===== src/rtl/md_pkg.sv =====
// Shared encodings for the multiply/divide controller: request types,
// MULDIV operation codes and the controller state enum.
package md_pkg;

    typedef enum logic [2:0] {
        REQ_MULT  = 3'd0,
        REQ_MULTU = 3'd1,
        REQ_DIV   = 3'd2,
        REQ_DIVU  = 3'd3,
        REQ_MTHI  = 3'd4,
        REQ_MTLO  = 3'd5,
        REQ_MFHI  = 3'd6,
        REQ_MFLO  = 3'd7
    } req_type_e;

    typedef enum logic [1:0] {
        OP_MULT  = 2'd0,
        OP_MULTU = 2'd1,
        OP_DIV   = 2'd2,
        OP_DIVU  = 2'd3
    } md_op_e;

    typedef enum logic [1:0] {
        ST_IDLE  = 2'd0,
        ST_START = 2'd1,
        ST_BUSY  = 2'd2
    } state_e;

    // Arithmetic request codes map one-to-one onto the MULDIV op field.
    function automatic md_op_e to_md_op(input logic [2:0] req_type);
        return md_op_e'(req_type[1:0]);
    endfunction

endpackage


===== src/rtl/md_ctrl.sv =====
// Execute-stage controller for the MULDIV unit: issues multiply/divide,
// HI/LO moves and reads, stalls the pipe while the unit is busy.
module md_ctrl #(
    parameter int TIMEOUT = 64
) (
    input  logic        clk,
    input  logic        rst_n,
    input  logic        req_valid,
    input  logic [2:0]  req_type,
    input  logic        flush,
    input  logic [31:0] rs_val,
    input  logic [31:0] rt_val,
    output logic        stall,
    output logic        md_start,
    output logic [1:0]  md_op,
    output logic        md_we,
    output logic        md_hilo,
    output logic [31:0] md_d1,
    output logic [31:0] md_d2,
    input  logic        md_busy,
    input  logic [31:0] md_hi,
    input  logic [31:0] md_lo,
    output logic [31:0] mf_data,
    output logic        mf_valid,
    output logic        err
);
    import md_pkg::*;

    localparam int CNT_W = $clog2(TIMEOUT + 1);

    state_e           state, state_next;
    logic [CNT_W-1:0] cnt, cnt_next;
    logic             err_next;
    logic             req_live;
    logic             accept;
    req_type_e        req_kind;

    assign req_kind = req_type_e'(req_type);

    // rst_n gates the request so no command or stall escapes while in reset.
    assign req_live = rst_n & req_valid & ~flush;
    assign stall    = req_live & (state != ST_IDLE);
    assign accept   = req_live & ~stall;

    always_comb begin
        // NOTE: every output and next-state value gets a default first so no latch is inferred.
        state_next = state;
        cnt_next   = cnt;
        err_next   = err;
        md_start   = 1'b0;
        md_op      = 2'd0;
        md_we      = 1'b0;
        md_hilo    = 1'b0;
        md_d1      = '0;
        md_d2      = '0;
        mf_data    = '0;
        mf_valid   = 1'b0;

        unique case (state)
            ST_IDLE: begin
                if (accept) begin
                    unique case (req_kind)
                        REQ_MULT, REQ_MULTU, REQ_DIV, REQ_DIVU: begin
                            md_start   = 1'b1;
                            md_op      = to_md_op(req_type);
                            md_d1      = rs_val;
                            md_d2      = rt_val;
                            state_next = ST_START;
                        end
                        REQ_MTHI, REQ_MTLO: begin
                            md_we   = 1'b1;
                            md_hilo = (req_kind == REQ_MTHI);
                            md_d1   = rs_val;
                        end
                        REQ_MFHI: begin
                            mf_valid = 1'b1;
                            mf_data  = md_hi;
                        end
                        REQ_MFLO: begin
                            mf_valid = 1'b1;
                            mf_data  = md_lo;
                        end
                        default: ;
                    endcase
                end
            end
            // md_busy is not yet valid here; it rises one cycle after md_start.
            ST_START: begin
                state_next = ST_BUSY;
                cnt_next   = '0;
            end
            ST_BUSY: begin
                if (!md_busy) begin
                    state_next = ST_IDLE;
                    cnt_next   = '0;
                end else if (cnt == CNT_W'(TIMEOUT - 1)) begin
                    err_next   = 1'b1;
                    state_next = ST_IDLE;
                    cnt_next   = '0;
                end else begin
                    cnt_next = cnt + 1'b1;
                end
            end
            default: state_next = ST_IDLE;
        endcase
    end

    always_ff @(posedge clk or negedge rst_n) begin
        if (!rst_n) begin
            state <= ST_IDLE;
            cnt   <= '0;
            err   <= 1'b0;
        end else begin
            // NOTE: sequential state uses non-blocking assignments so all registers update together.
            state <= state_next;
            cnt   <= cnt_next;
            err   <= err_next;
        end
    end

endmodule


===== config.mk =====
export PLATFORM = sky130hd
export DESIGN_NAME = md_ctrl
export DESIGN_NICKNAME = d
export VERILOG_FILES = /design/src/rtl/md_pkg.sv /design/src/rtl/md_ctrl.sv
export SDC_FILE = /design/constraint.sdc
export NUM_CORES = 1
export LEC_CHECK = 0
export ABC_AREA = 1
export CORE_AREA = 2 2 93 95
export DETAILED_ROUTE_END_ITERATION = 7
export DIE_AREA = 0 0 95 97
export PLACE_DENSITY_LB_ADDON = 0.05
export SYNTH_ARGS = -nofsm -noshare
export SYNTH_HDL_FRONTEND = slang
export SYNTH_SLANG_ARGS = --single-unit

===== constraint.sdc =====
create_clock -name clk -period 2.85 [get_ports clk]
set_input_delay 0.285 -clock clk [delete_from_list [all_inputs] [get_ports clk]]
set_output_delay 0.285 -clock clk [all_outputs]
set_load 0.05 [all_outputs]

==> reports/qor.yml <==
r2r-start: "state[0]"
cts_made_buffers: 3
vias: 2918
min_path_type: "input pin to asynchronous set/reset pin"
clk_latency_ns: 0.24
fillerInstances: 695
yosysUniqueCellTypes: 23
tightest_slew_ns: 0.611
ys_ff_latch: 10
route.detailed.drc: 0
slew_headroom: 0.592
wire_per_inst_um: 15.2
reg2regPathDepth: 7
async_flop_share: 1.00
min_period_ns: 2.37
area_growth_pct: 217
hold_viol: 0
cts_max_path_buffers: 2
cp_slowest_cell: "clkdlybuf4s50_1"
setup_viol: 0
routabilityCongestion: 0.871
ff2ff_setup_slack_ns: 1.26
clk_pin_slew_worst_paths_ns: 0.05
ir_drop_uv: 198
finClkSkew_ns: 0.000825
core.rowCount: 33
crit_chain: "clkdlybuf4s50_1, nand2_1, nor2_1, nand2_4, buf_4, nor3_1, buf_12"
cts-root-buf: "clkbuf_8"
utilization: 0.634
worst-path-buf-inv: 3
required_ns: 2.57
cts_hold_buf: 0
slowest_delay_ns: 0.50
drv_slew: 0
nets: 695
worst_ep_arrival_time_ns: 2.09
maxCapViolCount: 0
synthCells: 327
cpLargestDelayFamily: "buffers and inverters"
wl_um: 10000
firstDrtPassIters: 4
io_buffers: 239
antenna_found_initial: 0
h-tree-depth: 1
overflow: 0
coreArea_sq_mm: 0.00813
ys.flop_type: "dfrtp_1"
cts_tree: "built"
tns_ns: 0
die_area_sq_mm: 0.00922
cts_resized: 0
start_util: 0.200
fp.dieH_um: 97
cts.sinks: 10
criticalPathCategory: "input pin to primary output"
synth_edf_count: 0
leakage_uw: 0.00206
cellPowerDensity_mw_per_mm2: 235
antenna_cells: 0
cp-end-kind: "primary output"
viasPerCell: 4.43
grt_pass1_wl_um: 14800
cts_setup_buffers: 0
detail-route-antenna-nets: 0
status: "complete, no violations"
yosys_warnings: 0
dp.final_hpwl_um: 8440
grt_pass1_vias: 2826
ys_seq_area_frac: 0.154
layout-drive-gt1-share: 0.217
grtUsageTotal: 0.205
pin_count: 240
max_freq_mhz: 421
cp_max_fo: 31
rsz0062_at_grt: "no"
synth_nets: 467
syn_area_sq_mm: 0.00163
start_kind: "input pin"
die_w_um: 95
r2r_end: "cnt[5]"
period_share: 0.833
syn_area_per_cell_sq_um: 4.98
drt_iter0_drc: 71
grt_max_degree: 37
[flip-flops by register name (all words and copies together), names as in the netlist]
signal / cells
cnt: 7
state: 2
err: 1
[cells by family (layout without fill, tap and decap cells)]
kind of cell	Yosys count	after routing	synth area share
buf+inv	32	259	0.102
compound gates	38	38	0.121
simple gates	240	240	0.576
flops	10	10	0.154
xor+xnor	3	3	0.0161
fa+ha+maj	4	4	0.0307
[through the flow]
stage / worst slack (ns) / power, uW / hold slack [ns] / cells / area (sq um)
after floorplan: 0.259 / 578 / -0.0106 / 327 / 1630
after global placement: 0.484 / 1030 / 0.486 / 655 / 5100
after detailed placement: 0.453 / 1040 / 0.480 / 655 / 5100
after CTS: 0.444 / 1220 / 0.415 / 659 / 5160
after global routing: 0.340 / 1280 / 0.430 / 659 / 5160
final: 0.475 / 1210 / 0.405 / 659 / 5160
[cell usage after synthesis, types with 2 or more instances]
master | n | area, sq um
nand2_1 | 152 | 571
nor2_1 | 76 | 285
a21oi_1 | 33 | 165
dfrtp_1 | 10 | 250
buf_2 | 9 | 45.0
clkbuf_1 | 8 | 30.0
inv_1 | 6 | 22.5
ha_1 | 4 | 50.1
nand3_1 | 4 | 20.0
buf_4 | 3 | 22.5
buf_6 | 3 | 33.8
nor3_1 | 3 | 15.0
inv_2 | 2 | 7.51
nor2_4 | 2 | 22.5
o21ai_0 | 2 | 10.0
o21bai_1 | 2 | 15.0
xnor2_1 | 2 | 17.5
[worst max path at each step]
stage                         end  depth (start not counted)  startpoint
after detailed placement    md_we                          7       rst_n
after floorplan           md_hilo                          5    state[0]
after global placement      md_we                          7       rst_n
after CTS                   md_we                          7       rst_n
final                       md_we                          7       rst_n
after global routing        md_we                          7       rst_n
[layer usage]
layer  vias to the layer above  share of wire  track usage
met1                      1304           0.33        0.191
met4                         0          0.018       0.0390
met5                         -              0            0
met3                        14           0.11       0.0654
li1                       1457              -            -
met2                       143           0.55        0.418
[area by class of cell]
class                   instances  area [sq um]  share of cell area
repair buffers                247          3470               0.673
well taps                     105           131              0.0255
multi-input cells             285          1220               0.236
clock buffers                   4          55.1              0.0107
flip-flops and latches         10           250              0.0485
inverters                       8          30.0             0.00582
[cells in the final DEF, fill, tap and decap left out, types with 3 or more instances in the layout]
cell type          n
inv_1              6
nand2_1          151
buf_12           102
ha_1               4
nor2_1            76
a21oi_1           33
nand3_1            4
buf_4              8
clkdlybuf4s50_1  137
nor3_1             3
clkbuf_8           4
dfrtp_1           10
[power by group]
| part | switching [uW] | internal, uW |
|---|---|---|
| Sequential | 16.5 | 163 |
| Clock | 57.9 | 122 |
| Combinational | 441 | 414 |
| Total | 515 | 699 |
(Power assumes the default switching activity.)
